`src/rtl/ringbuf_reader_pkg.sv`:
```
// Skid occupancy encoding for the ring buffer drain stage.
package ringbuf_reader_pkg;

  typedef enum logic [1:0] {
    EMPTY = 2'd0,
    ONE   = 2'd1,
    TWO   = 2'd2
  } skid_state_t;

endpackage

```
`src/rtl/ringbuf_reader.sv`:
```
// Ring buffer drain into a 2-entry skid; pop visible on o_valid one cycle later.
// Pop never depends on i_ready: the skid absorbs stalls and stops popping when full.
import ringbuf_reader_pkg::*;

module ringbuf_reader #(
  parameter int WIDTH = 4,
  parameter int CNT_W = 8
) (
  input  logic             i_clk,
  input  logic             i_rst_n,
  input  logic [WIDTH-1:0] i_rb_data,
  input  logic             i_rb_empty,
  output logic             o_rb_re,
  output logic [WIDTH-1:0] o_data,
  output logic             o_valid,
  input  logic             i_ready,
  input  logic             i_flush,
  output logic [CNT_W-1:0] o_count
);

  skid_state_t      state;
  skid_state_t      state_nxt;
  logic [WIDTH-1:0] entry1;
  logic             pop;
  logic             deq;

  // Gating with i_rst_n keeps the ring buffer head untouched while reset is held.
  assign pop     = i_rst_n && !i_rb_empty && (state != TWO) && !i_flush;
  assign o_rb_re = pop;
  assign o_valid = (state != EMPTY);
  assign deq     = o_valid && i_ready;

  always_ff @(posedge i_clk or negedge i_rst_n) begin
    if (!i_rst_n) state <= EMPTY;
    else          state <= state_nxt;
  end

  always_comb begin
    state_nxt = state;
    if (i_flush) begin
      state_nxt = EMPTY;
    end else begin
      case (state)
        EMPTY:   if (pop) state_nxt = ONE;
        ONE: begin
          if (pop && !deq)      state_nxt = TWO;
          else if (deq && !pop) state_nxt = EMPTY;
        end
        TWO:     if (deq) state_nxt = ONE;
        default: state_nxt = EMPTY;
      endcase
    end
  end

  always_ff @(posedge i_clk or negedge i_rst_n) begin
    if (!i_rst_n) begin
      o_data  <= '0;
      entry1  <= '0;
      o_count <= '0;
    end else begin
      if (pop && (state == EMPTY || (state == ONE && deq))) o_data <= i_rb_data;
      else if (deq && state == TWO)                        o_data <= entry1;
      if (pop && state == ONE && !deq) entry1 <= i_rb_data;
      if (deq) o_count <= o_count + 1'b1;
    end
  end

endmodule

```
`config.mk`:
```
export PLATFORM = sky130hd
export DESIGN_NAME = ringbuf_reader
export DESIGN_NICKNAME = d
export VERILOG_FILES = /design/src/rtl/ringbuf_reader_pkg.sv /design/src/rtl/ringbuf_reader.sv
export SDC_FILE = /design/constraint.sdc
export NUM_CORES = 1
export LEC_CHECK = 0
export ABC_AREA = 1
export BUFFER_PORTS_ARGS = -buffer_cell sky130_fd_sc_hd__buf_2
export CAP_MARGIN = 10
export CORE_MARGIN = 2
export CORE_UTILIZATION = 35
export CTS_CLUSTER_DIAMETER = 60
export CTS_CLUSTER_SIZE = 28
export DETAILED_ROUTE_END_ITERATION = 7
export SYNTH_ARGS = -nofsm -noshare
export SYNTH_HDL_FRONTEND = slang
export SYNTH_SLANG_ARGS = --single-unit
```
`constraint.sdc`:
```
create_clock -name i_clk -period 1.4 [get_ports i_clk]
set_clock_uncertainty 0.05 [all_clocks]
set_input_delay 0.28 -clock i_clk [delete_from_list [all_inputs] [get_ports i_clk]]
set_output_delay 0.28 -clock i_clk [all_outputs]
set_load 0.01 [all_outputs]
```
Word level (Yosys, flattened, before mapping) --
Index checks and enable logic that the tools add are counted. Widths: inputs -> output; s select.
Operators by class: eq/ne operators 6, reductions and logical operators 20, mux-type cells 8, div/mod/pow operators 0, multipliers 0, add/subtract/negate cells 1, bitwise gates (word level) 0, $lt $le $gt $ge 0, shift operators 0
Operators with widths (count):
- $logic_and 1x1->1 | 11
- $mux 2 | 5
- $add 8x1->8 const B | 1
- $mux 4 | 2
- $ne 3x3->1 const B | 2
- $pmux 2 s3 | 1
- $logic_not 1->1 | 4
- $ne 4x4->1 const B | 1
- $reduce_bool 2->1 | 2
- $reduce_and 3->1 | 1
- $eq 2x1->1 const B | 1
- $eq 2x2->1 const B | 1
- $logic_not 2->1 | 1
- $ne 2x2->1 const B | 1
- $logic_or 1x1->1 | 1
Storage, ports and cells: latch bits 0, logic and storage cells 39, input bits 9, memories 0, bits in writable memories 0, output and inout port bits 14, bits in read-only memories 0, bits in registers 18

Longest topological paths before layout --
Gate-level depths: netlist of run 1.
depth in word-level cells 10, depth in mapped cells 9, mapped depth without buffers 9

Worst setup path before layout of run 1 --
OpenSTA, ideal clock, no wires.
kind register -> register, start register state[1], end register o_data[0], required time 1.229 ns, slack 0.102 ns, path buffers 0, period minus slack after synthesis 1.298 ns, data arrival time 1.127 ns, setup time 0.121 ns, stages on the path, launching flop included 9, path through dfrtp_1 -> inv_2 -> nor2_4 -> nor2_4 -> nand2_4 -> nor3_4 -> nor2_2 -> nand2_1 -> nand2_1
On the way: word-level cells in the longest chain between the ends 6, elaborated cells on any way between the ends 14, those cells by class 3 x eq/ne; 1 x mux; 10 x reduce/logical
Ends and longest elaborated chain:
- start, declared | line ringbuf_reader.sv:21 | skid_state_t state;
- start signal, assigned | line ringbuf_reader.sv:35 | else state <= state_nxt;
- $reduce_bool 2->1 | line ringbuf_reader.sv:30 | assign o_valid = (state != EMPTY);
- $logic_and 1x1->1 | line ringbuf_reader.sv:31 | assign deq = o_valid && i_ready;
- $logic_and 1x1->1 | line ringbuf_reader.sv:61 | if (pop && (state == EMPTY || (state == ONE && deq))) o_data <= i_rb_data;
- $logic_or 1x1->1 | line ringbuf_reader.sv:61
- $logic_and 1x1->1 | line ringbuf_reader.sv:61
- $mux 4 or $reduce_bool 2->1 (tied branches)
- end signal, assigned | line ringbuf_reader.sv:61
- end signal, assigned | line ringbuf_reader.sv:62 | else if (deq && state == TWO) o_data <= entry1;
- end, declared | line ringbuf_reader.sv:14 | output logic [WIDTH-1:0] o_data,
Several ways; a longest one is shown, not always the timed one. A chain may end at the register's enable or synchronous reset.

Worst setup path after layout of run 1 --
Same ends and word-level chain as after synthesis.

==> results by group, run 1 <==
Floorplan
  – Chip width: 55.3 um
  – Initial core utilization: 0.372
  – Die footprint: approximately 3100 um2
  – Placeable core area: 2480 um2
  – IO Pins: 23
  – Die Y-Extent: 55.3 um
  – FP Rows: 18

Flow run
  – Max Cap Viol: 0

Drt
  – # DRC: 0
  – Routed Antenna Nets: 0
  – Via Count: 844
  – Wire length per cell: between 10 and 15 um
  – Iter 0 DRT Violations: 18
  – Drt pass-1 iters: 4
  – Routed WL: 2210 um
  – Vias per inst: 4.64

Global route
  – Grt met3 use: 0.0281
  – GRT Resource Usage Total: 0.151
  – Routing usage on met1: 0.195
  – Met2 usage: 0.235
  – Total global routing overflow: 0
  – First-pass GRT wire length: between 3000 and 4000 um
  – Largest net degree at the start of global routing: 19
  – Initial antenna violation count: 0
  – Busiest layer in global routing: met2
  – Vias in the first global route: ~830

Synth
  – Synth warn: 0
  – Synth Area in XOR/XNOR: 0.0570
  – Cell with the most instances after synthesis: nand2_1
  – Post-Synth Simple-Gate Area: 0.330
  – Yosys reg bits: 18
  – Top cells by area, synth: dfrtp_1 (49%), nand2_1 (11%), nor2_1 (5.3%)
  – Syn Nets: 117
  – Mux cell area share after synthesis: 0
  – Adder-cell area share of the yosys netlist: 0.0136
  – Sequential fraction of the synthesis area: 0.488
  – Synth Area per Inst: 8.62 um2
  – Synth area leader: dfrtp_1
  – FFs w/ async S/R, synth: 1.00
  – Ys flop type: dfrtp_1
  – Largest family of logic cells by synthesized area: simple AND/OR/NAND/NOR gates
  – Post-synth EDFFs: 0
  – Synth Area in Compound Gates: 0.0543
  – Post-Syn Instances: roughly 110
  – Yosys cell types: 18
  – Post-synth top cells: nand2_1 (26), dfrtp_1 (18), nor2_1 (13)
  – Post-synth top area share: 0.488
  – Post-Synthesis Cell Area: 922 um2

Worst hold path
  – Worst Hold Path Cells: 3
  – Tightest Hold Check Type: in2reg

Layout
  – Antenna diode count: 0
  – Area grow syn2layout: 42.1%
  – Final #Nets: ~160
  – Fin area: 1310 um2
  – Layout cells sized above 1: 0.461

Placement
  – Post-DP HPWL: ~1400 um
  – Placed Instance Area: 1110 um2
  – Routability cong.: ~0.85
  – Port bufs: 22

Setup path
  – Slowest-stage cell, CP: dfrtp_1
  – CP Buf/Inv Count: 2
  – Crit-path most repeated cell: nor2_4
  – Crit end category: flop
  – Launching element type of the critical path: flop
  – Worst path depth: 9
  – Worst path required time: 1540 ps
  – Critical path peak fanout: 5
  – CP peak stage delay: around 410 ps
  – Crit path cell chain: inv_2, nor2_4, nor2_4, nand2_4, buf_6, nor3_4, nor2_4, nand2_1, nand2_1
  – Crit Path Category: reg2reg
  – Arrival time worst endpoint: 1670 ps
  – R2R cell count: 9
  – Crit-path leading delay family: simple AND/OR/NAND/NOR gates

STA
  – Minimum clock period: 1530 ps
  – Fin Setup TNS: -663 ps
  – # setup viols final: 6
  – Setup slack after layout: -125 ps
  – Tcrit/Tclk final: 1.09
  – Slew Limit Headroom: 0.778
  – Slew Limit Fails: 0
  – Final Hold Fails: 0
  – RSZ-0062 raised after global routing: true
  – Fmax: 0.656 GHz
  – Tightest Pin Transition: 332 ps
  – Hold Slack: ~160 ps

Clock network
  – Number of buffers on the longest clock path: 2
  – CTS clock-pin slew for the worst setup and hold paths: 110 ps
  – Worst-Skew Late Latency: 290 ps
  – H-tree Lvls: 1
  – CTS tree: yes
  – CTS Buf Count: 3
  – CTS Sinks: 18
  – Root Buffer Master: clkbuf_4

Power and ir drop
  – Pwr per Cell Area: 1490 nW/um2
  – P_leak: between 0.0006 and 0.0007 uW
  – Worst VDD drop: 0.000827 V

Outcome
  – Status: finished, violations left
  – Failing checks: setup timing
[final timing paths]
check,from,endpoint,slack (ps)
max,state[1],o_data[0],-130
min,i_rb_data[1],o_data[1],160
max reg2reg,state[1],o_data[0],-130
min in group asynchronous,i_rst_n,o_count[7],450
max in group asynchronous,i_rst_n,state[0],640
min reg2reg,o_count[7],o_count[7],420
[through the flow]
| step | instances | setup WS [ps] | power [uW] | utilization |
|---|---|---|---|---|
| global route | 182 | -213 | 2120 | 0.529 |
| CTS | 178 | -99.5 | 1900 | 0.498 |
| global placement | 164 | 91.6 | 1480 | 0.447 |
| finish | 182 | -125 | 1960 | 0.529 |
| detailed placement | 164 | 60.1 | 1490 | 0.447 |
| floorplan | 107 | 102 | 1230 | - |
[cells by family (layout without fill, tap and decap cells)]
kind of cell,after synthesis,count (layout)
simple gates,58,59
flops,18,18
buf+inv,14,58
compound gates,10,10
xor+xnor,6,6
fa+ha+maj,1,1
[routing by layer]
metal / vias to the layer above / wire length, um
li1: 425 / -
met1: 394 / 1010
met2: 19 / 1080
met3: 6 / 60
met4: 0 / 54
met5: - / 0
[what timing repair did]
item	in CTS	in global routing
setup endpoints to repair	2	12
gates cloned	0	1
pin swaps	3	7
endpoints found under the hold margin	18	0
resized for setup	5	11
hold buffers	1	0
buffers inserted	9	5
[worst reg2reg max path: cells and delay by family (launching register included)]
family	cells	cell delay, ps
DFF	1	410
and+or+nand+nor	7	760
buffers and inverters	2	210
[layout make-up]
type / instances / area, um2
fillers: 248 / 1170
well taps: 30 / 37.5
flip-flops and latches: 18 / 452
repair buffers: 40 / 268
inverters: 14 / 57.6
clock buffers: 4 / 36.3
multi-input cells: 76 / 459
[sequential cells by signal (all words and copies together), names as in the netlist]
signal   cells
state        2
o_data       4
entry1       4
o_count      8
[cells in the final DEF (no fill, tap or decap), drive strengths merged]
| cell type | count |
|---|---|
| nand2 | 29 |
| nor2 | 22 |
| ha | 1 |
| nand3 | 4 |
| buf | 39 |
| inv | 14 |
| o21ai | 1 |
| clkbuf | 4 |
| xor2 | 3 |
| xnor2 | 3 |
| nor3 | 1 |
| a21oi | 9 |
| dlygate4sd3 | 1 |
| dfrtp | 18 |
| nand4 | 3 |
[power breakdown]
group / switching, uW / internal, uW / leakage [uW]
registers: 122 / 703 / 0.000219
clock network: 168 / 159 / 0.0000210
logic: 448 / 356 / 0.000453
total: 737 / 1220 / 0.000693
Note: power is estimated with default switching activity, not from simulation.
==> run 2, diff against run 1 <==
--- a/config.mk
+++ b/config.mk
@@ -13,6 +13,7 @@
 export CTS_CLUSTER_DIAMETER = 60
 export CTS_CLUSTER_SIZE = 28
 export DETAILED_ROUTE_END_ITERATION = 7
+export SKIP_CTS_REPAIR_TIMING = 1
 export SYNTH_ARGS = -nofsm -noshare
 export SYNTH_HDL_FRONTEND = slang
 export SYNTH_SLANG_ARGS = --single-unit
==> constraint.sdc (replaced) <==
create_clock -name i_clk -period 1.7 [get_ports i_clk]
set_clock_uncertainty 0.05 [all_clocks]
set_input_delay 0.34 -clock i_clk [delete_from_list [all_inputs] [get_ports i_clk]]
set_output_delay 0.34 -clock i_clk [all_outputs]
set_load 0.01 [all_outputs]
==> run 2 against run 1 <==
- the run now ends clean
- cell count is 7.7% lower
- die area is the same
- global-route usage fell by 1.5 points
- total power fell by 25%
- clock power is 17% lower
- combinational power shrank 36%
- hold slack improved by 61 ps
- count of clock-buffer cells in the layout unchanged
- sequential power shrank 17%
- routed wire length is 14% lower
==> results by group, run 2 (synthesis gave the netlist of run 1 again) <==
Global route
  – Busiest layer in global routing: met2
  – Vias in the first global route: 769 (-7.2%)
  – First-pass GRT wire length: 3310 um (-9.9%)
  – GRT Resource Usage Total: 0.136 (-0.0154)
  – Largest net degree at the start of global routing: 19 (unchanged)
  – Grt met3 use: 0.0328 (+0.00468)
  – Routing usage on met1: 0.173 (-0.0227)
  – Met2 usage: 0.213 (-0.0221)
  – Total global routing overflow: 0 (unchanged)
  – Initial antenna violation count: 0 (unchanged)

Setup path
  – Arrival time worst endpoint: 1270 ps (-400 ps)
  – R2r endpoint: state[0]
  – Worst path required time: 1310 ps (-230 ps)
  – Crit Path Category: reg2out
  – Worst r2r src: state[1]
  – Launching element type of the critical path: flop
  – R2R cell count: 10 (+1)
  – R2r setup slk: 310 ps (+440 ps)
  – Critical path peak fanout: 4 (-1)
  – Crit end category: output port

Clock network
  – CTS clock-pin slew for the worst setup and hold paths: 100 ps (about the same)
  – CTS tree: yes
  – CTS Sinks: 18 (unchanged)
  – Number of buffers on the longest clock path: 2 (unchanged)
  – H-tree Lvls: 1 (unchanged)
  – Root Buffer Master: clkbuf_4
  – Worst-Skew Late Latency: 290 ps (about the same)
  – CTS Buf Count: 3 (unchanged)

STA
  – Final Hold Fails: 0 (unchanged)
  – Fin Setup TNS: 0 ps (+663 ps)
  – Tcrit/Tclk final: 0.974
  – # setup viols final: 0 (-6)
  – Slew Limit Headroom: 0.833 (+0.0549)
  – Fmax: between 0.6 and 0.7 GHz
  – Minimum clock period: 1660 ps
  – Hold Slack: 224 ps (+60.5 ps)
  – Setup slack after layout: 43.8 ps (+169 ps)
  – Slew Limit Fails: 0 (unchanged)
  – Tightest Pin Transition: 250 ps (-82.3 ps)

Drt
  – Routed Antenna Nets: 0 (unchanged)
  – Iter 0 DRT Violations: 22 (+4)
  – Wire length per cell: 11.3 um (-6.6%)
  – Vias per inst: 4.62 (-0.39%)
  – Via Count: 776 (-8.1%)
  – Routed WL: 1910 um (-14%)
  – Drt pass-1 iters: 4 (unchanged)
  – # DRC: 0 (unchanged)

Layout
  – Most flop-heavy register: o_count
  – Area of the multi-input gates: 419 um2 (-8.7%)
  – # fillers: 257 (+3.6%)
  – Register area: 453 um2 (+0.28%)
  – Antenna diode count: 0 (unchanged)
  – Most frequent cells in the layout: nand2_1 (26), buf_2 (21), dfrtp_1 (16)
  – Area grow syn2layout: 25.5%
  – Most common cell after layout, fill and taps aside: nand2_1
  – Layout cells sized above 1: 0.377 (-0.0837)
  – Final #Nets: 149 (-8.6%)
  – Final core occ: 0.467 (-0.0616)
  – Largest regs: o_count: 8 flops, entry1: 4 flops, o_data: 4 flops
  – Max FFs per register: 8 (unchanged)

Floorplan
  – Chip width: 55.3 um (unchanged)
  – IO Pins: 23 (unchanged)
  – Die Y-Extent: 55.3 um (unchanged)
  – Die footprint: 3060 um2 (unchanged)
  – Initial core utilization: 0.372 (unchanged)
  – FP Rows: 18 (unchanged)
  – Placeable core area: 2480 um2 (unchanged)

Placement
  – Place WS: 258 ps (+197 ps)
  – Post-DP HPWL: 1430 um (-0.56%)
  – Routability cong.: 0.812 (-5.0%)
  – Port bufs: 22 (unchanged)

Worst hold path
  – Hold-critical path endpoint: o_data[0]
  – HP Start: i_rb_data[0]
  – Worst Hold Path Cells: 3 (unchanged)
  – Tightest Hold Check Type: in2reg

Power and ir drop
  – Pwr per Cell Area: 1270 nW/um2 (-15%)
  – P_leak: 0.000621 uW (-10%)
  – Worst VDD drop: 0.000590 V (-29%)
  – Total Power: 1470 uW (-25%)

Flow run
  – Max Cap Viol: 0 (unchanged)

Outcome
  – Status: finished clean
[run 2: cell count changes in the layout (fill, tap and decap cells not counted), sizes merged]
| cell | previous run | this run |
|---|---|---|
| nand3 | 4 | 3 |
| buf | 39 | 26 |
[run 2: where the power goes]
part	total (uW)	internal (uW)	switching, uW
Sequential	686	579	107
Combinational	515	211	304
Clock	270	130	139
Total	1470	921	550
[run 2: critical path, stage by stage, from the launching register on]
cell     delay (ps)
dfrtp_2         450
inv_4            90
nor2_4           50
nor2_4          110
nand2_4          80
inv_2            90
buf_6           100
[run 2: layout make-up]
class,instances,share of cell area
sequential,18,0.391
multi-input combinational,75,0.362
tap,30,0.0324
clock buffer,4,0.0314
timing repair buffer,27,0.135
inverter,14,0.0476
[run 2: worst max path at each step]
stage	start	to	slack, ps	cells after the start
final	state[1]	o_rb_re	40	6
after global routing	state[1]	o_rb_re	-20	6
after CTS	state[1]	o_rb_re	-80	6
after detailed placement	state[1]	o_rb_re	260	6
after global placement	state[1]	o_rb_re	300	6
after floorplan	state[1]	o_data[0]	400	8
[run 2: routing by layer]
layer,up-vias,share of wire
li1,394,-
met1,357,0.46
met2,21,0.46
met3,4,0.061
met4,0,0.019
met5,-,0
[run 2: metrics by stage]
step	instance area [um2]	instances
after floorplan	922	107
after global placement	1080	160
after detailed placement	1080	160
after CTS	1110	164
after global routing	1160	168
final	1160	168
